[config.mk]
export PLATFORM = sky130hd
export DESIGN_NAME = wb_to_axi_lite_master
export DESIGN_NICKNAME = d
export VERILOG_FILES = /design/src/rtl/axi_lite_pkg.sv /design/src/rtl/wb_to_axi_lite_master.sv
export SDC_FILE = /design/constraint.sdc
export NUM_CORES = 1
export LEC_CHECK = 0
export CORE_AREA = 3 3 150 152
export DETAILED_ROUTE_END_ITERATION = 8
export DIE_AREA = 0 0 153 155
export DONT_BUFFER_PORTS = 1
export PLACE_DENSITY = 0.48
export SLEW_MARGIN = 10
export SYNTH_ARGS = -nofsm -noshare
export SYNTH_HDL_FRONTEND = slang
export SYNTH_SLANG_ARGS = --single-unit
[constraint.sdc]
create_clock -name aclk -period 2.05 [get_ports aclk]
set_input_delay 0.41 -clock aclk [delete_from_list [all_inputs] [get_ports aclk]]
set_output_delay 0.41 -clock aclk [all_outputs]
set_load 0.02 [all_outputs]
[src/rtl/axi_lite_pkg.sv]
// Shared AXI4-Lite definitions: response codes, prot default and the bridge state encoding.
package axi_lite_pkg;

  localparam logic [1:0] AXI_RESP_OKAY   = 2'b00;
  localparam logic [1:0] AXI_RESP_EXOKAY = 2'b01;
  localparam logic [1:0] AXI_RESP_SLVERR = 2'b10;
  localparam logic [1:0] AXI_RESP_DECERR = 2'b11;

  localparam logic [2:0] AXI_PROT_DEFAULT = 3'b000;

  typedef enum logic [2:0] {
    ST_IDLE,
    ST_WR,
    ST_WB_RESP,
    ST_RD_ADDR,
    ST_RD_DATA
  } axi_state_e;

  function automatic logic resp_is_err(input logic [1:0] resp);
    return resp != AXI_RESP_OKAY;
  endfunction

endpackage

[src/rtl/wb_to_axi_lite_master.sv]
// Pipelined Wishbone slave port to AXI4-Lite master bridge, one transaction in flight.
module wb_to_axi_lite_master
  import axi_lite_pkg::*;
#(
  parameter int ADDR_WIDTH    = 32,
  parameter int DATA_WIDTH    = 64,
  parameter int BYTE_WIDTH    = DATA_WIDTH/8,
  parameter int LOG_BYTE_W    = $clog2(BYTE_WIDTH),
  parameter int WB_ADDR_WIDTH = ADDR_WIDTH-LOG_BYTE_W
) (
  input  logic                     aclk,
  input  logic                     areset,
  input  logic [WB_ADDR_WIDTH-1:0] wb_adr_i,
  input  logic [DATA_WIDTH-1:0]    wb_dat_i,
  input  logic [BYTE_WIDTH-1:0]    wb_sel_i,
  input  logic                     wb_we_i,
  input  logic                     wb_cyc_i,
  input  logic                     wb_stb_i,
  output logic [DATA_WIDTH-1:0]    wb_dat_o,
  output logic                     wb_ack_o,
  output logic                     wb_stall_o,
  output logic [ADDR_WIDTH-1:0]    m_axi_awaddr,
  output logic [2:0]               m_axi_awprot,
  output logic                     m_axi_awvalid,
  input  logic                     m_axi_awready,
  output logic [DATA_WIDTH-1:0]    m_axi_wdata,
  output logic [BYTE_WIDTH-1:0]    m_axi_wstrb,
  output logic                     m_axi_wvalid,
  input  logic                     m_axi_wready,
  input  logic [1:0]               m_axi_bresp,
  input  logic                     m_axi_bvalid,
  output logic                     m_axi_bready,
  output logic [ADDR_WIDTH-1:0]    m_axi_araddr,
  output logic [2:0]               m_axi_arprot,
  output logic                     m_axi_arvalid,
  input  logic                     m_axi_arready,
  input  logic [DATA_WIDTH-1:0]    m_axi_rdata,
  input  logic [1:0]               m_axi_rresp,
  input  logic                     m_axi_rvalid,
  output logic                     m_axi_rready,
  output logic                     resp_err_o
);

  axi_state_e              state;
  logic [ADDR_WIDTH-1:0]   addr_q;
  logic [DATA_WIDTH-1:0]   wdata_q;
  logic [BYTE_WIDTH-1:0]   wstrb_q;
  logic                    aw_done, w_done, cyc_lost;
  logic                    aw_fire, w_fire;

  assign aw_fire = m_axi_awvalid & m_axi_awready;
  assign w_fire  = m_axi_wvalid & m_axi_wready;

  // Latched request feeds both address channels; stable for the whole transaction.
  assign m_axi_awaddr = addr_q;
  assign m_axi_araddr = addr_q;
  assign m_axi_wdata  = wdata_q;
  assign m_axi_wstrb  = wstrb_q;
  assign m_axi_awprot = AXI_PROT_DEFAULT;
  assign m_axi_arprot = AXI_PROT_DEFAULT;

  // The ack cycle is already IDLE, but must not accept a new request.
  assign wb_stall_o = (state != ST_IDLE) | wb_ack_o;

  always_ff @(posedge aclk) begin
    if (areset) begin
      state         <= ST_IDLE;
      addr_q        <= '0;
      wdata_q       <= '0;
      wstrb_q       <= '0;
      aw_done       <= 1'b0;
      w_done        <= 1'b0;
      cyc_lost      <= 1'b0;
      m_axi_awvalid <= 1'b0;
      m_axi_wvalid  <= 1'b0;
      m_axi_bready  <= 1'b0;
      m_axi_arvalid <= 1'b0;
      m_axi_rready  <= 1'b0;
      wb_ack_o      <= 1'b0;
      wb_dat_o      <= '0;
      resp_err_o    <= 1'b0;
    end else begin
      wb_ack_o <= 1'b0;
      if (state != ST_IDLE && !wb_cyc_i) cyc_lost <= 1'b1;
      unique case (state)
        ST_IDLE: if (wb_cyc_i && wb_stb_i && !wb_ack_o) begin
          addr_q   <= {wb_adr_i, {LOG_BYTE_W{1'b0}}};
          wdata_q  <= wb_dat_i;
          wstrb_q  <= wb_sel_i;
          aw_done  <= 1'b0;
          w_done   <= 1'b0;
          cyc_lost <= 1'b0;
          if (wb_we_i) begin
            state         <= ST_WR;
            m_axi_awvalid <= 1'b1;
            m_axi_wvalid  <= 1'b1;
          end else begin
            state         <= ST_RD_ADDR;
            m_axi_arvalid <= 1'b1;
          end
        end
        ST_WR: begin
          if (aw_fire) begin
            m_axi_awvalid <= 1'b0;
            aw_done       <= 1'b1;
          end
          if (w_fire) begin
            m_axi_wvalid <= 1'b0;
            w_done       <= 1'b1;
          end
          if ((aw_done | aw_fire) && (w_done | w_fire)) begin
            state        <= ST_WB_RESP;
            m_axi_bready <= 1'b1;
          end
        end
        ST_WB_RESP: if (m_axi_bvalid && m_axi_bready) begin
          m_axi_bready <= 1'b0;
          wb_ack_o     <= wb_cyc_i & ~cyc_lost;
          resp_err_o   <= resp_err_o | resp_is_err(m_axi_bresp);
          state        <= ST_IDLE;
        end
        ST_RD_ADDR: if (m_axi_arready) begin
          m_axi_arvalid <= 1'b0;
          m_axi_rready  <= 1'b1;
          state         <= ST_RD_DATA;
        end
        ST_RD_DATA: if (m_axi_rvalid && m_axi_rready) begin
          wb_dat_o     <= m_axi_rdata;
          m_axi_rready <= 1'b0;
          wb_ack_o     <= wb_cyc_i & ~cyc_lost;
          resp_err_o   <= resp_err_o | resp_is_err(m_axi_rresp);
          state        <= ST_IDLE;
        end
        default: state <= ST_IDLE;
      endcase
    end
  end

endmodule
==> impl_metrics.yaml <==
yosys:
  yosys.area.top_type_share_pct: 53.8
  synth_edf_count: 0
  seq_area_frac_synth_pct: 53.8
  synth_top_cell_by_area: "dfxtp_1"
  yosysMostFrequentCell: "nand2_1"
  syn_area_per_cell_um2: 7.88
  syn_area_um2: 6630
  syn_inst: 841
  synth_cell_types: 32
  synth_flop_cell: "dfxtp_1"
  synth_area_leaders: "dfxtp_1 54%, nand2_1 19%, a21oi_1 13%, buf_4 5.9%, clkbuf_1 1.8%"
  synth_seq_cells: 178
  ys.warnings.count: 0
  synth-async-reset-ratio_pct: 0
  ys_top_cells_by_count: "339 x nand2_1, 178 x dfxtp_1, 173 x a21oi_1"
routing:
  firstDrtPassIters: 6
  drc: 0
  drt_iter0_drc: 343
  post_drt_wl_per_cell_um: 18.1
  viasPerCell: 4.83
  ant_nets: 0
  vias: 5183
  drt-total-wl_mm: 19.4
sta:
  final.min_clock_period_ps: 1890
  maxSlewHeadroom_pct: 65.1
  fmax_mhz: 529
  worst_slew_pin_slew_ps: 524
  finalHoldViolations: 0
  rsz0062_at_grt: "false"
  period_share_pct: 92.2
  finClkSkew_ps: 12.4
  setup_viol: 0
  drv_slew: 0
  fin_tns_setup_ps: 0
job:
  maxCapViolCount: 0
min_path:
  worstHoldPathType: "in2reg"
cts:
  cts_tree: "yes"
  cts_buffers: 17
  clk_pin_slew_ps: 70
  clock-sinks: 178
  ctsHoldBuffers: 0
  h-tree-depth: 4
  cts_max_path_buffers: 2
  root_buffer: "clkbuf_16"
  clk_latency_ps: 420
global_route:
  grt_usage_pct: 15.5
  grt_max_degree: 178
  grt_first_pass_wirelength_mm: 29.2
  grt-ovfl-total: 0
  grt_pass1_vias: 5085
  grt_antenna_before_repair: 0
die:
  die_w_um: 153
  die_h_um: 155
  initial_utilization_pct: 31.3
  io_pins: 393
  num_rows: 53
  die_area_um2: 23700
  coreArea_um2: 21200
run_status:
  status: "complete, no violations"
critical_path:
  critical_path_arrival_ps: 1480
  critPathMaxStageDelay_ps: 410
  endpoint_kind: "output pin"
  cp_slowest_cell: "dfxtp_1"
  start_kind: "flip-flop"
  worstSetupPathType: "reg2out"
  crit_buf_inv: 1
  crit_chain: "buf_4, nor3_2, nand2b_1"
  critPathTopFamily: "simple AND/OR/NAND/NOR gates"
  cp_max_fo: 10
  required_ps: 1640
power_and_ir_drop:
  vdd_drop_max_v: 0.000463
  power_density_nw_per_um2: 1030
  p_leak_nw: 2.41
place:
  port_buffers: 0
  dp_hpwl_mm: 13.2
  place_inst: 1040
  place.gp.congestion: 0.749
layout:
  drive_gt1_share_pct: 6.52
  syn_to_final_growth_pct: 7.85
  nets: 963
  n_antenna_cell: 0
  nFillCells: 2313
  final_cells: 1072
[cells in the final DEF, fill, tap and decap left out, drive strengths merged, types with 2 or more instances in the layout]
cell type,netlist,final
a21oi,174,174
a31oi,3,3
a41oi,2,2
buf,68,13
clkbuf,32,19
clkinv,0,3
clkinvlp,0,2
conb,1,12
dfxtp,178,178
inv,3,11
nand2,339,339
nand2b,3,3
nand3,5,5
nor2,11,11
nor2b,2,2
nor3,5,5
nor4,2,2
[routing by layer]
metal / GRT usage (%) / vias to the layer above / wire length, µm
met5: 0 / - / 0
met4: 4.88 / 0 / 259
met3: 8.01 / 16 / 2390
met2: 25.7 / 255 / 9340
met1: 17.3 / 2361 / 7380
li1: - / 2551 / -
[layout make-up]
type	count	area, µm²	share of cell area [%]
clock inverters	13	118	1.65
inverters	3	11.3	0.158
well taps	275	344	4.81
clock buffers	19	443	6.20
multi-input cells	571	2510	35.1
repair buffers	13	160	2.24
flip-flops and latches	178	3560	49.9
[metrics by stage]
step / total power (W) / utilization, % / setup WS (ps) / cell area (µm²) / hold WS [ps]
floorplan: 0.00432 / - / 426 / 6670 / 463
global placement: 0.00432 / 31.1 / 337 / 6580 / 494
detailed placement: 0.00433 / 31.1 / 307 / 6580 / 489
CTS: 0.00752 / 33.8 / 10.5 / 7140 / 31.4
global route: 0.00770 / 33.8 / 48.6 / 7150 / 31.1
finish: 0.00738 / 33.8 / 160 / 7150 / 65.5
[what timing repair did]
| action | in CTS | in global routing |
|---|---|---|
| buffers inserted | 0 | 0 |
| endpoints found under the setup margin | 0 | 1 |
| resized for setup | 0 | 1 |
[report_power, final]
part,internal (W),switching [W]
sequential,0.00358,0.000289
combinational,0.000131,0.000239
clock,0.00164,0.00151
[logic make-up after synthesis]
| logic type | count (synthesis) | synth area share (%) |
|---|---|---|
| buffers and inverters | 103 | 9.27 |
| AND/OR/NAND/NOR | 373 | 22.2 |
| flip-flops | 178 | 53.8 |
| AO/OA/AOI/OAI | 185 | 14.5 |
| multiplexers | 1 | 0.170 |
| other | 1 | 0.0566 |
[sequential cells by signal, summed over array words and instances (netlist names)]
register / count
wb_ack_o: 1
wb_dat_o: 64
m_axi_wvalid: 1
m_axi_rready: 1
m_axi_bready: 1
state: 3
aw_done: 1
m_axi_araddr: 29
cyc_lost: 1
m_axi_wstrb: 8
m_axi_arvalid: 1
w_done: 1
m_axi_wdata: 64
resp_err_o: 1
m_axi_awvalid: 1
[worst paths after layout]
kind                  from        endpoint  slack (ps)  depth (start not counted)
hold / removal      areset    m_axi_wvalid          70                          1
hold reg to reg   cyc_lost        cyc_lost         500                          2
setup reg to reg  wb_ack_o  m_axi_wstrb[2]         300                          5
setup / recovery  state[1]      wb_stall_o         160                          3
Power figures use the tool's default switching activity.
